$ cat config.mk
export PLATFORM = sky130hd
export DESIGN_NAME = instr_fetch_ctrl_flat
export DESIGN_NICKNAME = d
export VERILOG_FILES = /design/src/rtl/instr_fetch_ctrl_if.sv /design/src/rtl/instr_fetch_ctrl.sv /design/src/flat_wrapper.sv
export SDC_FILE = /design/constraint.sdc
export NUM_CORES = 1
export LEC_CHECK = 0
export BUFFER_PORTS_ARGS = -buffer_cell sky130_fd_sc_hd__buf_2
export CORE_MARGIN = 3
export CORE_UTILIZATION = 40
export DETAILED_ROUTE_END_ITERATION = 10
export PLACE_DENSITY = 0.83
export SYNTH_ARGS = -nofsm -noshare
export SYNTH_HDL_FRONTEND = slang
export SYNTH_SLANG_ARGS = --single-unit
$ cat constraint.sdc
create_clock -name clk -period 3.1 [get_ports clk]
set_input_delay 0.465 -clock clk [delete_from_list [all_inputs] [get_ports clk]]
set_output_delay 0.465 -clock clk [all_outputs]
set_load 0.05 [all_outputs]
$ cat src/rtl/instr_fetch_ctrl_if.sv
// Interface bundling the loader, pipeline-control, instruction-memory and status
// signals of the instruction fetch controller.
interface instr_fetch_ctrl_if #(
  parameter int DATA_WIDTH = 32,
  parameter int ADDR_WIDTH = 8
);
  logic                  boot_skip_i;
  logic                  ld_valid_i;
  logic [DATA_WIDTH-1:0] ld_data_i;
  logic                  ld_done_i;
  logic                  ld_ready_o;
  logic                  stall_i;
  logic                  redirect_i;
  logic [31:0]           redirect_pc_i;
  logic [DATA_WIDTH-1:0] mem_q_i;
  logic [ADDR_WIDTH-1:0] mem_addr_o;
  logic                  mem_we_o;
  logic [DATA_WIDTH-1:0] mem_wdata_o;
  logic [31:0]           pc_o;
  logic [31:0]           pc_plus4_o;
  logic [DATA_WIDTH-1:0] instr_o;
  logic                  instr_valid_o;
  logic [1:0]            state_o;
  logic                  addr_err_o;

  modport slave (
    input  boot_skip_i, ld_valid_i, ld_data_i, ld_done_i, stall_i,
           redirect_i, redirect_pc_i, mem_q_i,
    output ld_ready_o, mem_addr_o, mem_we_o, mem_wdata_o, pc_o, pc_plus4_o,
           instr_o, instr_valid_o, state_o, addr_err_o
  );

  modport master (
    output boot_skip_i, ld_valid_i, ld_data_i, ld_done_i, stall_i,
           redirect_i, redirect_pc_i, mem_q_i,
    input  ld_ready_o, mem_addr_o, mem_we_o, mem_wdata_o, pc_o, pc_plus4_o,
           instr_o, instr_valid_o, state_o, addr_err_o
  );
endinterface

$ cat src/rtl/instr_fetch_ctrl.sv
// Instruction fetch controller: boots, optionally loads program memory from a
// streaming loader, then fetches with zero-cycle latency until an address fault.
module instr_fetch_ctrl #(
  parameter int          DATA_WIDTH = 32,
  parameter int          ADDR_WIDTH = 8,
  parameter logic [31:0] PC_BASE    = 32'h0040_0000
) (
  input  logic          clk,
  input  logic          reset,
  instr_fetch_ctrl_if.slave bus
);

  typedef enum logic [1:0] {
    ST_BOOT = 2'd0,
    ST_LOAD = 2'd1,
    ST_RUN  = 2'd2,
    ST_HALT = 2'd3
  } state_e;

  localparam logic [32:0]           MEM_BYTES = 33'd4 << ADDR_WIDTH;
  localparam logic [ADDR_WIDTH-1:0] LAST_ADDR = '1;

  state_e                state_q, state_d;
  logic [31:0]           pc_q, pc_d;
  logic [ADDR_WIDTH-1:0] ld_cnt_q, ld_cnt_d;
  logic                  addr_err_q, addr_err_d;

  logic [31:0] pc_off;
  logic        pc_bad;

  assign pc_off = pc_q - PC_BASE;
  // Misaligned, below the base, or past the end of the instruction memory.
  assign pc_bad = (pc_q[1:0] != 2'b00) || (pc_q < PC_BASE) ||
                  ({1'b0, pc_off} >= MEM_BYTES);

  always_comb begin
    state_d           = state_q;
    pc_d              = pc_q;
    ld_cnt_d          = ld_cnt_q;
    addr_err_d        = addr_err_q;
    bus.ld_ready_o    = 1'b0;
    bus.mem_we_o      = 1'b0;
    bus.mem_addr_o    = pc_off[ADDR_WIDTH+1:2];
    bus.instr_o       = '0;
    bus.instr_valid_o = 1'b0;

    case (state_q)
      ST_BOOT: begin
        pc_d     = PC_BASE;
        ld_cnt_d = '0;
        state_d  = bus.boot_skip_i ? ST_RUN : ST_LOAD;
      end
      ST_LOAD: begin
        bus.ld_ready_o = 1'b1;
        bus.mem_addr_o = ld_cnt_q;
        if (bus.ld_valid_i) begin
          bus.mem_we_o = 1'b1;
          ld_cnt_d     = ld_cnt_q + 1'b1;
        end
        // The last memory word ends the load so the counter never wraps onto word 0.
        if (bus.ld_done_i || (bus.ld_valid_i && (ld_cnt_q == LAST_ADDR))) begin
          state_d = ST_RUN;
          pc_d    = PC_BASE;
        end
      end
      ST_RUN: begin
        bus.instr_o = bus.mem_q_i;
        if (pc_bad) begin
          addr_err_d = 1'b1;
          state_d    = ST_HALT;
        end else begin
          bus.instr_valid_o = !bus.redirect_i;
          if (bus.redirect_i) begin
            pc_d = bus.redirect_pc_i;
          end else if (!bus.stall_i) begin
            pc_d = pc_q + 32'd4;
          end
        end
      end
      default: begin
      end
    endcase
  end

  always_ff @(posedge clk) begin
    if (reset) begin
      state_q    <= ST_BOOT;
      pc_q       <= PC_BASE;
      ld_cnt_q   <= '0;
      addr_err_q <= 1'b0;
    end else begin
      state_q    <= state_d;
      pc_q       <= pc_d;
      ld_cnt_q   <= ld_cnt_d;
      addr_err_q <= addr_err_d;
    end
  end

  assign bus.mem_wdata_o = bus.ld_data_i;
  assign bus.pc_o        = pc_q;
  assign bus.pc_plus4_o  = pc_q + 32'd4;
  assign bus.state_o     = state_q;
  assign bus.addr_err_o  = addr_err_q;

endmodule
$ cat src/flat_wrapper.sv
// flat-port wrapper written by rule: the top's interface ports become plain ports
module instr_fetch_ctrl_flat 
#(
  parameter int          DATA_WIDTH = 32,
  parameter int          ADDR_WIDTH = 8,
  parameter logic [31:0] PC_BASE    = 32'h0040_0000
)
  (clk, reset, bus_boot_skip_i, bus_ld_valid_i, bus_ld_data_i, bus_ld_done_i, bus_stall_i, bus_redirect_i, bus_redirect_pc_i, bus_mem_q_i, bus_ld_ready_o, bus_mem_addr_o, bus_mem_we_o, bus_mem_wdata_o, bus_pc_o, bus_pc_plus4_o, bus_instr_o, bus_instr_valid_o, bus_state_o, bus_addr_err_o);
  instr_fetch_ctrl_if #(.DATA_WIDTH(DATA_WIDTH), .ADDR_WIDTH(ADDR_WIDTH)) bus_i ();
  input  logic clk;
  input  logic reset;
  input wire logic [$bits(bus_i.boot_skip_i)-1:0] bus_boot_skip_i;
  input wire logic [$bits(bus_i.ld_valid_i)-1:0] bus_ld_valid_i;
  input wire logic [$bits(bus_i.ld_data_i)-1:0] bus_ld_data_i;
  input wire logic [$bits(bus_i.ld_done_i)-1:0] bus_ld_done_i;
  input wire logic [$bits(bus_i.stall_i)-1:0] bus_stall_i;
  input wire logic [$bits(bus_i.redirect_i)-1:0] bus_redirect_i;
  input wire logic [$bits(bus_i.redirect_pc_i)-1:0] bus_redirect_pc_i;
  input wire logic [$bits(bus_i.mem_q_i)-1:0] bus_mem_q_i;
  output wire logic [$bits(bus_i.ld_ready_o)-1:0] bus_ld_ready_o;
  output wire logic [$bits(bus_i.mem_addr_o)-1:0] bus_mem_addr_o;
  output wire logic [$bits(bus_i.mem_we_o)-1:0] bus_mem_we_o;
  output wire logic [$bits(bus_i.mem_wdata_o)-1:0] bus_mem_wdata_o;
  output wire logic [$bits(bus_i.pc_o)-1:0] bus_pc_o;
  output wire logic [$bits(bus_i.pc_plus4_o)-1:0] bus_pc_plus4_o;
  output wire logic [$bits(bus_i.instr_o)-1:0] bus_instr_o;
  output wire logic [$bits(bus_i.instr_valid_o)-1:0] bus_instr_valid_o;
  output wire logic [$bits(bus_i.state_o)-1:0] bus_state_o;
  output wire logic [$bits(bus_i.addr_err_o)-1:0] bus_addr_err_o;
  assign bus_i.boot_skip_i = bus_boot_skip_i;
  assign bus_i.ld_valid_i = bus_ld_valid_i;
  assign bus_i.ld_data_i = bus_ld_data_i;
  assign bus_i.ld_done_i = bus_ld_done_i;
  assign bus_i.stall_i = bus_stall_i;
  assign bus_i.redirect_i = bus_redirect_i;
  assign bus_i.redirect_pc_i = bus_redirect_pc_i;
  assign bus_i.mem_q_i = bus_mem_q_i;
  assign bus_ld_ready_o = bus_i.ld_ready_o;
  assign bus_mem_addr_o = bus_i.mem_addr_o;
  assign bus_mem_we_o = bus_i.mem_we_o;
  assign bus_mem_wdata_o = bus_i.mem_wdata_o;
  assign bus_pc_o = bus_i.pc_o;
  assign bus_pc_plus4_o = bus_i.pc_plus4_o;
  assign bus_instr_o = bus_i.instr_o;
  assign bus_instr_valid_o = bus_i.instr_valid_o;
  assign bus_state_o = bus_i.state_o;
  assign bus_addr_err_o = bus_i.addr_err_o;
  instr_fetch_ctrl #(.DATA_WIDTH(DATA_WIDTH), .ADDR_WIDTH(ADDR_WIDTH), .PC_BASE(PC_BASE)) u_core (.clk(clk), .reset(reset), .bus(bus_i));
endmodule
Yosys cells after proc, flatten, opt, wreduce, memory -nomap -nowiden
Cells that the tools add are included.
{"block": "classes", "order_cmp": 2, "add_sub_neg": 3, "n_eq_ne": 8, "muxes": 18, "n_reduce_logical": 13}
{"cell": "$mux W32", "count": 5}
{"cell": "$pmux W32 S3", "count": 1}
{"cell": "$add A32 B3 Y32 const B", "count": 1}
{"cell": "$ge A32 B11 Y1 const B", "count": 1}
{"cell": "$lt A32 B23 Y1 const B", "count": 1}
{"cell": "$sub A32 B23 Y32 const B", "count": 1}
{"cell": "$mux W8", "count": 2}
{"cell": "$pmux W8 S2", "count": 1}
{"cell": "$add A8 B1 Y8 const B", "count": 1}
{"cell": "$eq A8 B8 Y1 const B", "count": 1}
{"cell": "$mux W2", "count": 3}
{"cell": "$pmux W2 S3", "count": 1}
{"cell": "$mux W1", "count": 5}
{"cell": "$ne A2 B1 Y1 const B", "count": 2}
{"cell": "$ne A2 B2 Y1 const B", "count": 2}
{"cell": "$reduce_and A2 Y1", "count": 2}
{"cell": "$reduce_and A4 Y1", "count": 1}
{"cell": "$reduce_bool A2 Y1", "count": 2}
{"cell": "$logic_or A1 B1 Y1", "count": 3}
{"cell": "$ne A3 B3 Y1 const B", "count": 1}
{"cell": "$reduce_and A3 Y1", "count": 1}
{"cell": "$reduce_bool A3 Y1", "count": 1}
{"cell": "$eq A2 B1 Y1 const B", "count": 1}
{"cell": "$eq A2 B2 Y1 const B", "count": 1}
{"cell": "other kinds (3)", "count": 3}
{"block": "word_totals", "elab_cells": 48, "regBits": 43}

Depth between registers and ports, before layout
Gate-level depths: netlist of the first run.
{"block": "depth", "depth_word": 5, "ltp_mapped": 10, "mapped_depth_nobuf": 8}

Least setup slack after synthesis of the first run
OpenSTA, ideal clock, no wires.
{"block": "synth_path", "path_type": "register to output", "from": "register u_core.pc_q[22] (netlist: u_core.bus.pc_o[22])", "to": "output port bus_instr_valid_o", "required_ns": 2.635, "arrival_ns": 2.810, "path_slack_ns": -0.175, "path_stages_with_launch": 6, "n_path_buf": 1, "cell_sequence": "dfxtp_1 -> buf_2 -> nor3b_1 -> nand4_1 -> or3_1 -> nor3_1"}
{"block": "synth_between", "elab_chain_len": 5}
{"item": "start, declared", "line": "instr_fetch_ctrl.sv:24", "text": "logic [31:0] pc_q, pc_d;"}
{"item": "start signal, assigned", "line": "instr_fetch_ctrl.sv:93", "text": "pc_q <= pc_d;"}
{"item": "$sub A32 B23 Y32 / $lt A32 B23 Y1 (equally long branches)", "line": "instr_fetch_ctrl.sv:31, instr_fetch_ctrl.sv:33"}
{"item": "$ge A32 B11 Y1 / $logic_or A1 B1 Y1 (equally long branches)", "line": "instr_fetch_ctrl.sv:34, instr_fetch_ctrl.sv:33"}
{"item": "$logic_or A1 B1 Y1 *", "line": "instr_fetch_ctrl.sv:33", "text": "assign pc_bad = (pc_q[1:0] != 2'b00) || (pc_q < PC_BASE) ||"}
{"item": "$mux W1 *", "line": "instr_fetch_ctrl.sv:68", "text": "if (pc_bad) begin"}
{"item": "$mux W1 *", "line": "instr_fetch_ctrl.sv:47", "text": "case (state_q)"}
{"item": "end, declared", "line": "flat_wrapper.sv:27", "text": "output wire logic [$bits(bus_i.instr_valid_o)-1:0] bus_instr_valid_o;"}
Every way passes the cells marked *; elsewhere a longest branch is shown, timed or not.

Final worst setup path of the first run
{"block": "layout_path", "from": "register u_core.pc_q[10] (netlist: u_core.bus.pc_o[10])", "to": "output port bus_pc_plus4_o[26]"}
{"block": "layout_between", "elab_chain_len": 1}
{"item": "$add A32 B3 Y32", "line": "instr_fetch_ctrl.sv:101", "text": "assign bus.pc_plus4_o = pc_q + 32'd4;"}
{"item": "end, declared", "line": "flat_wrapper.sv:25", "text": "output wire logic [$bits(bus_i.pc_plus4_o)-1:0] bus_pc_plus4_o;"}
Every way passes these cells.

==> metrics.md, run 1 <==
| Metric | Value |
|---|---|
| Status | complete, no violations |
| Largest net degree at the start of global routing | 37 |
| Global Route Usage Sum | 23.3% |
| Top delay family on crit path | simple AND/OR/NAND/NOR gates |
| Startpoint types | register |
| Post-synth EDFFs | 0 |
| Ys Warns | 0 |
| Critical path buffer and inverter count | 2 |
| Post-synth net total | 523 |
| Hold Path Depth | 2 |
| Slowest CP cell | dfxtp_1 |
| Clock-pin slew on the worst setup and hold paths | 0.09 ns |
| Post-placement cell area | 0.00397 mm2 |
| HPWL after DPL | 8890 um |
| Cells along the critical path | nand4_1, nor4_4, nand4_1, buf_4, nor3_2, xor2_2, buf_2 |
| Avg Cell Area, Syn | 7.80 um2 |
| Nets | 667 |
| IO Port Bufs | 180 |
| RSZ-0062 raised after global routing | no |
| Initial Util | 41.5% |
| Final slew viol count | 0 |
| 1st-pass router iterations | 5 |
| CTS tree | done |
| Post-synth top cells | dfxtp_1 (43), buf_4 (34), and2_1 (33) |
| Top post-synthesis cells by area | dfxtp_1 (27%), buf_4 (7.9%), and2_1 (6.4%) |
| Synth top area share | 26.7% |
| Worst R2R End | u_core.bus.pc_o[28] |
| Register share of total power | 23.0% |
| Fillers | 769 |
| CTS H-tree depth | 2 |
| Post-DRT Antenna Nets | 0 |
| Fin crit period | 2.89 ns |
| Final Hold Viols | 0 |
| Cell taking the most area after synthesis | dfxtp_1 |
| Initial antenna violation count | 0 |
| Fin crit share | 93.1% |
| Dpl cells | 648 |
| Top-count cell post-synth | dfxtp_1 |
| Final Instance Count excl. Fillers | 660 |
| Max cap viols | 0 |
| Clk sinks | 43 |
| Hold Crit Class | input port to register |
| Pwr per Cell Area | 772 mW/mm2 |
| Hold Slack | 0.364 ns |
| Crit path max fanout | 7 |
| Routed WL | 11300 um |
| Worst reg2reg path depth | 5 |
| Io pins | 245 |
| Post-synthesis register bit count | 43 |
| WS Path Type | register to output pin |
| Mapped Area | 0.00322 mm2 |
| Worst-case clock buffer depth | 2 |
| Final Core Density | 52.8% |
| RD Place Congestion | 0.916 |
| Crit path capture type | output pin |
| Fmax achieved | 0.347 GHz |
| Antenna diodes | 0 |
| Normalized max-slew margin | 53.1% |
| Hold_sp | bus_redirect_pc_i[1] |
| Place WS | 0.274 ns |
| Die width | 95.8 um |
| Seq/Total Area, Yosys | 26.7% |
| Min-Delay Endpoint | u_core.bus.pc_o[1] |
| Drt wl/cell | 17.1 um |
| Final setup vio count | 0 |
| Cell leakage power | 2.04 nW |
| Number of global-route vias before repair | 3262 |
| VDD IR max | 352 uV |
| CTS Buf Count | 5 |
| Reg2Reg Launch Point | u_core.bus.pc_o[22] |
| Combinational power share | 65.4% |
| Layout cells sized above 1 | 38.5% |
| Sw Pwr | 1.90 mW |
| Residual DRC | 0 |
| Vias | 3577 |
| CTS root buf | clkbuf_8 |
| Sw frac | 60.1% |
| Tightest Pin Transition | 0.703 ns |
| Internal power | 1.26 mW |
| Area delta synth->final | 27.3% |
| CP required | 2.63 ns |
| DR vias/cell | 5.42 |
| Yosys cell types | 49 |
| Setup total negative slack | 0 ns |
| Floorplan row count | 32 |
| Die Ht | 95.8 um |
| Clock power share | 11.7% |
| Syn Inst Count | 413 |
| Final instance area | 0.00410 mm2 |
| Critical Path Most Common Cell | nand4_1 |
| Layout Skew | 0.00446 ns |
| Critical Path AT | 2.42 ns |
| Total gr overflow | 0 |
| Top FF cell, synth | dfxtp_1 |
| Slack of the critical path | 0.214 ns |
| 1st-iter DRT viols | 208 |
| Asr flop ratio synth | 0% |
| Crit path largest cell delay | 0.46 ns |
| First-pass GRT wire length | 16600 um |
| Die area | 0.00917 mm2 |
| Design Power | 3.17 mW |
| Skew-Pair Late Insertion Delay | 0.31 ns |
| Core area | 0.00777 mm2 |
| FF-to-FF setup slack | 0.50 ns |
[power by group through the flow]
stage          Combinational [mW]  Clock [mW]  Sequential (mW)
6_report                     2.07       0.370            0.727
5_1_grt                      2.20       0.390            0.740
4_1_cts                      2.08       0.372            0.725
3_5_place_dp                 2.07           0            0.737
3_3_place_gp                 2.05           0            0.732
2_1_floorplan                1.52           0            0.934
[cell usage in the layout (no fill, tap or decap), types with 12 or more instances in the layout]
cell type  count
buf_4         12
inv_1         15
xnor2_1       14
nand3_1       15
xor2_1        16
dfxtp_1       43
buf_2        180
o21ai_0       24
o211ai_1      20
nand2_1       32
nor2_1        31
and2_1        33
[flip-flops by register name, summed over array words and instances, names as in the netlist]
name / count
u_core.bus.pc_o: 32
u_core.ld_cnt_q: 8
u_core.bus.state_o: 2
u_core.bus.addr_err_o: 1
[worst reg2reg max path: stages (launching register included)]
cell,delay [ns]
dfxtp_1,0.43
nor4_2,0.33
xor2_1,0.39
o31a_1,0.64
o21a_1,0.54
a22o_1,0.22
[logic make-up after synthesis]
family,count (synthesis),synth area share (%)
AO/OA/AOI/OAI,83,18.0
XOR/XNOR,32,8.70
adder cells (fa/ha/maj),7,2.72
buffers and inverters,71,13.0
flip-flops,43,26.7
multiplexers,10,3.22
AND/OR/NAND/NOR,167,27.6
[cell type report]
cell class,count,area [um2],share of cell area [%]
clock inverters,3,20.0,0.488
flip-flops and latches,43,861,21.0
well taps,102,128,3.11
clock buffers,5,68.8,1.68
repair buffers,192,991,24.1
inverters,16,60.1,1.46
multi-input cells,299,1980,48.1
[routing by layer]
layer  global-route usage, %  up-vias  share of wire [%]
met2                    43.8      194                 53
met4                    7.35        0                2.2
met1                    26.1     1644                 36
met3                    4.53       28                8.8
li1                        -     1711                  -
met5                       0        -                  0
[how the worst max path moves through the flow]
| stage | cells past startpoint | endpoint | start |
|---|---|---|---|
| after floorplan | 5 | bus_mem_addr_o[0] | u_core.bus.state_o[1] |
| after global placement | 6 | bus_pc_plus4_o[26] | u_core.bus.pc_o[10] |
| after detailed placement | 6 | bus_pc_plus4_o[26] | u_core.bus.pc_o[10] |
| after CTS | 6 | bus_pc_plus4_o[26] | u_core.bus.pc_o[10] |
| after global routing | 8 | bus_pc_plus4_o[26] | u_core.bus.pc_o[2] |
| final | 7 | bus_pc_plus4_o[26] | u_core.bus.pc_o[10] |
[repair_timing]
item / 4_1_cts / 5_1_grt
pin swaps: 0 / 3
gates resized for setup: 1 / 1
hold buffers: 0 / 0
buffers inserted: 0 / 4
endpoints found under the setup margin: 1 / 5
(Power assumes the default switching activity.)
==> inputs of run 2 (changes only) <==
--- a/config.mk
+++ b/config.mk
@@ -7,9 +7,9 @@
 export LEC_CHECK = 0
 export BUFFER_PORTS_ARGS = -buffer_cell sky130_fd_sc_hd__buf_2
 export CORE_MARGIN = 3
-export CORE_UTILIZATION = 40
+export CORE_UTILIZATION = 30
 export DETAILED_ROUTE_END_ITERATION = 10
-export PLACE_DENSITY = 0.83
+export PLACE_DENSITY = 0.66
 export SYNTH_ARGS = -nofsm -noshare
 export SYNTH_HDL_FRONTEND = slang
 export SYNTH_SLANG_ARGS = --single-unit
==> run 2 against run 1 <==
- clock power increased by 24%
- critical path depth unchanged
- routed wire length increased by 3.7%
- combinational power about the same
- first-iteration DRC count decreased by 11%
==> metrics.md, run 2 (synthesis results as in run 1) <==
| Metric | Value |
|---|---|
| Floorplan row count | 37 (+16%) |
| Startpoint types | register |
| Final setup vio count | 0 (unchanged) |
| Routed WL | 11700 um (+3.7%) |
| Register area | 861 um2 (unchanged) |
| DR vias/cell | 5.15 (-5.0%) |
| Clk sinks | 43 (unchanged) |
| RSZ-0062 raised after global routing | no |
| HPWL after DPL | 9460 um (+6.4%) |
| Origin of the worst setup path | u_core.bus.pc_o[10] |
| CTS root buf | clkbuf_8 |
| Final slew viol count | 0 (unchanged) |
| Post-placement cell area | 0.00401 mm2 (+1.1%) |
| Crit path max fanout | 7 (unchanged) |
| RD Place Congestion | 0.861 (-6.0%) |
| Design Power | 3.28 mW (+3.5%) |
| Critical Path AT | 2.50 ns (+0.08 ns) |
| Antenna diodes | 0 (unchanged) |
| Io pins | 245 (unchanged) |
| Die width | 110 um (+14%) |
| Hold Crit Class | input port to register |
| Register share of total power | 22.2% (-0.8 points) |
| Total gr overflow | 0 (unchanged) |
| Hold Slack | 0.383 ns (+0.0190 ns) |
| CP required | 2.63 ns (about the same) |
| Fmax achieved | 0.337 GHz (-2.8%) |
| Die Ht | 110 um (+14%) |
| CTS tree | done |
| CTS Buf Count | 5 (unchanged) |
| Worst-case clock buffer depth | 2 (unchanged) |
| Tightest Pin Transition | 0.716 ns (+0.0133 ns) |
| Residual DRC | 0 (unchanged) |
| Pwr per Cell Area | 788 mW/mm2 (+2.1%) |
| Fin crit period | 2.97 ns (+0.0820 ns) |
| Drt wl/cell | 16.9 um (-0.99%) |
| Normalized max-slew margin | 52.2% (-0.89 points) |
| Fillers | 1118 (+45%) |
| Reg2Reg Launch Point | u_core.bus.state_o[0] |
| Post-DRT Antenna Nets | 0 (unchanged) |
| Layout Skew | 0.0145 ns (+0.0101 ns) |
| Clock power share | 14.0% (+2.3 points) |
| Hold_sp | bus_redirect_pc_i[1] |
| VDD IR max | 345 uV (-1.9%) |
| Sw Pwr | 1.90 mW (about the same) |
| Die area | 0.0120 mm2 (+31%) |
| CTS Hold Bufs | 0 (unchanged) |
| Initial antenna violation count | 0 (unchanged) |
| CTS H-tree depth | 2 (unchanged) |
| Nets | 664 (-0.45%) |
| First-pass GRT wire length | 17200 um (+3.5%) |
| Fin crit share | 95.7% (+2.6 points) |
| IO Port Bufs | 180 (unchanged) |
| Max cap viols | 0 (unchanged) |
| Status | complete, no violations |
| 1st-pass router iterations | 4 (-1) |
| Skew-Pair Late Insertion Delay | 0.30 ns (about the same) |
| Final instance area | 0.00416 mm2 (+1.4%) |
| Final Hold Viols | 0 (unchanged) |
| Area delta synth->final | 29.1% |
| Crit path capture type | output pin |
| Initial Util | 31.1% (-10 points) |
| 1st-iter DRT viols | 186 (-11%) |
| Cell leakage power | 2.05 nW (+0.35%) |
| Place WS | 0.290 ns (+0.0154 ns) |
| Internal power | 1.38 mW (+8.9%) |
| Combinational power share | 63.8% (-1.6 points) |
| Clock-pin slew on the worst setup and hold paths | 0.09 ns (about the same) |
| Global Route Usage Sum | 18.3% (-5.0 points) |
| Area of the multi-input gates | 0.00198 mm2 (+0.38%) |
| Most frequent cells in the layout | buf_2 (180), dfxtp_1 (43), and2_1 (33) |
| Core area | 0.0104 mm2 (+34%) |
| Largest register FFs | 32 (unchanged) |
| Slack of the critical path | 0.132 ns (-0.0820 ns) |
| Layout cells sized above 1 | 38.6% (about the same) |
| WS Path Type | register to output pin |
| Most common cell after layout, fill and taps aside | buf_2 |
| Vias | 3557 (-0.56%) |
| Sw frac | 58.0% (-2.1 points) |
| Largest net degree at the start of global routing | 38 (+2.7%) |
| Number of global-route vias before repair | 3356 (+2.9%) |
run 2: metrics by stage:
stage          utilization (%)  cells  TNS, ns
6_report                  40.1    691        0
5_1_grt                   40.1    691        0
4_1_cts                   39.9    690        0
3_5_place_dp              38.7    682        0
3_3_place_gp              38.7    682        0
2_1_floorplan                -    413   -0.428
run 2: critical path, cell delays in order, from the launching register on:
cell and delay (ns):
dfxtp_1 0.46, nand4_1 0.31, nor4_4 0.45, nand4_1 0.14
buf_4 0.18, nor3_2 0.26, xor2_2 0.14, buf_2 0.27
run 2: layout make-up:
class | instances | area share (%)
Tap cell | 136 | 4.09
Clock inverter | 2 | 0.842
Clock buffer | 6 | 1.98
Multi-Input combinational cell | 299 | 47.7
Inverter | 16 | 1.44
Timing Repair Buffer | 189 | 23.3
Sequential cell | 43 | 20.7
run 2: worst paths after layout:
check,end,slack (ns),cells after the start
worst min-delay path,u_core.bus.pc_o[1],0.38,2
worst max-delay path,bus_pc_plus4_o[26],0.13,7
worst min register to register,u_core.bus.addr_err_o,0.48,2
worst max register to register,u_core.bus.pc_o[23],0.77,6
run 2: what timing repair did:
| item | CTS | global route |
|---|---|---|
| setup endpoints to repair | 1 | 5 |
| setup buffers | 0 | 1 |
| pin swaps | 0 | 0 |
| gates resized for setup | 1 | 3 |
run 2: power groups by stage:
stage / sequential, mW / clock (mW) / combinational [mW]
after floorplan: 0.934 / 0 / 1.52
after global placement: 0.732 / 0 / 2.09
final: 0.727 / 0.460 / 2.09
after CTS: 0.726 / 0.471 / 2.11
after detailed placement: 0.739 / 0 / 2.10
after global routing: 0.744 / 0.491 / 2.23
run 2: layer usage:
metal  global-route usage [%]  wire length, um  up-vias
met1                     21.3             4430     1654
li1                         -                -     1709
met4                     4.72              208        0
met5                        0                0        -
met3                     3.58              897       18
met2                     34.0             6150      176
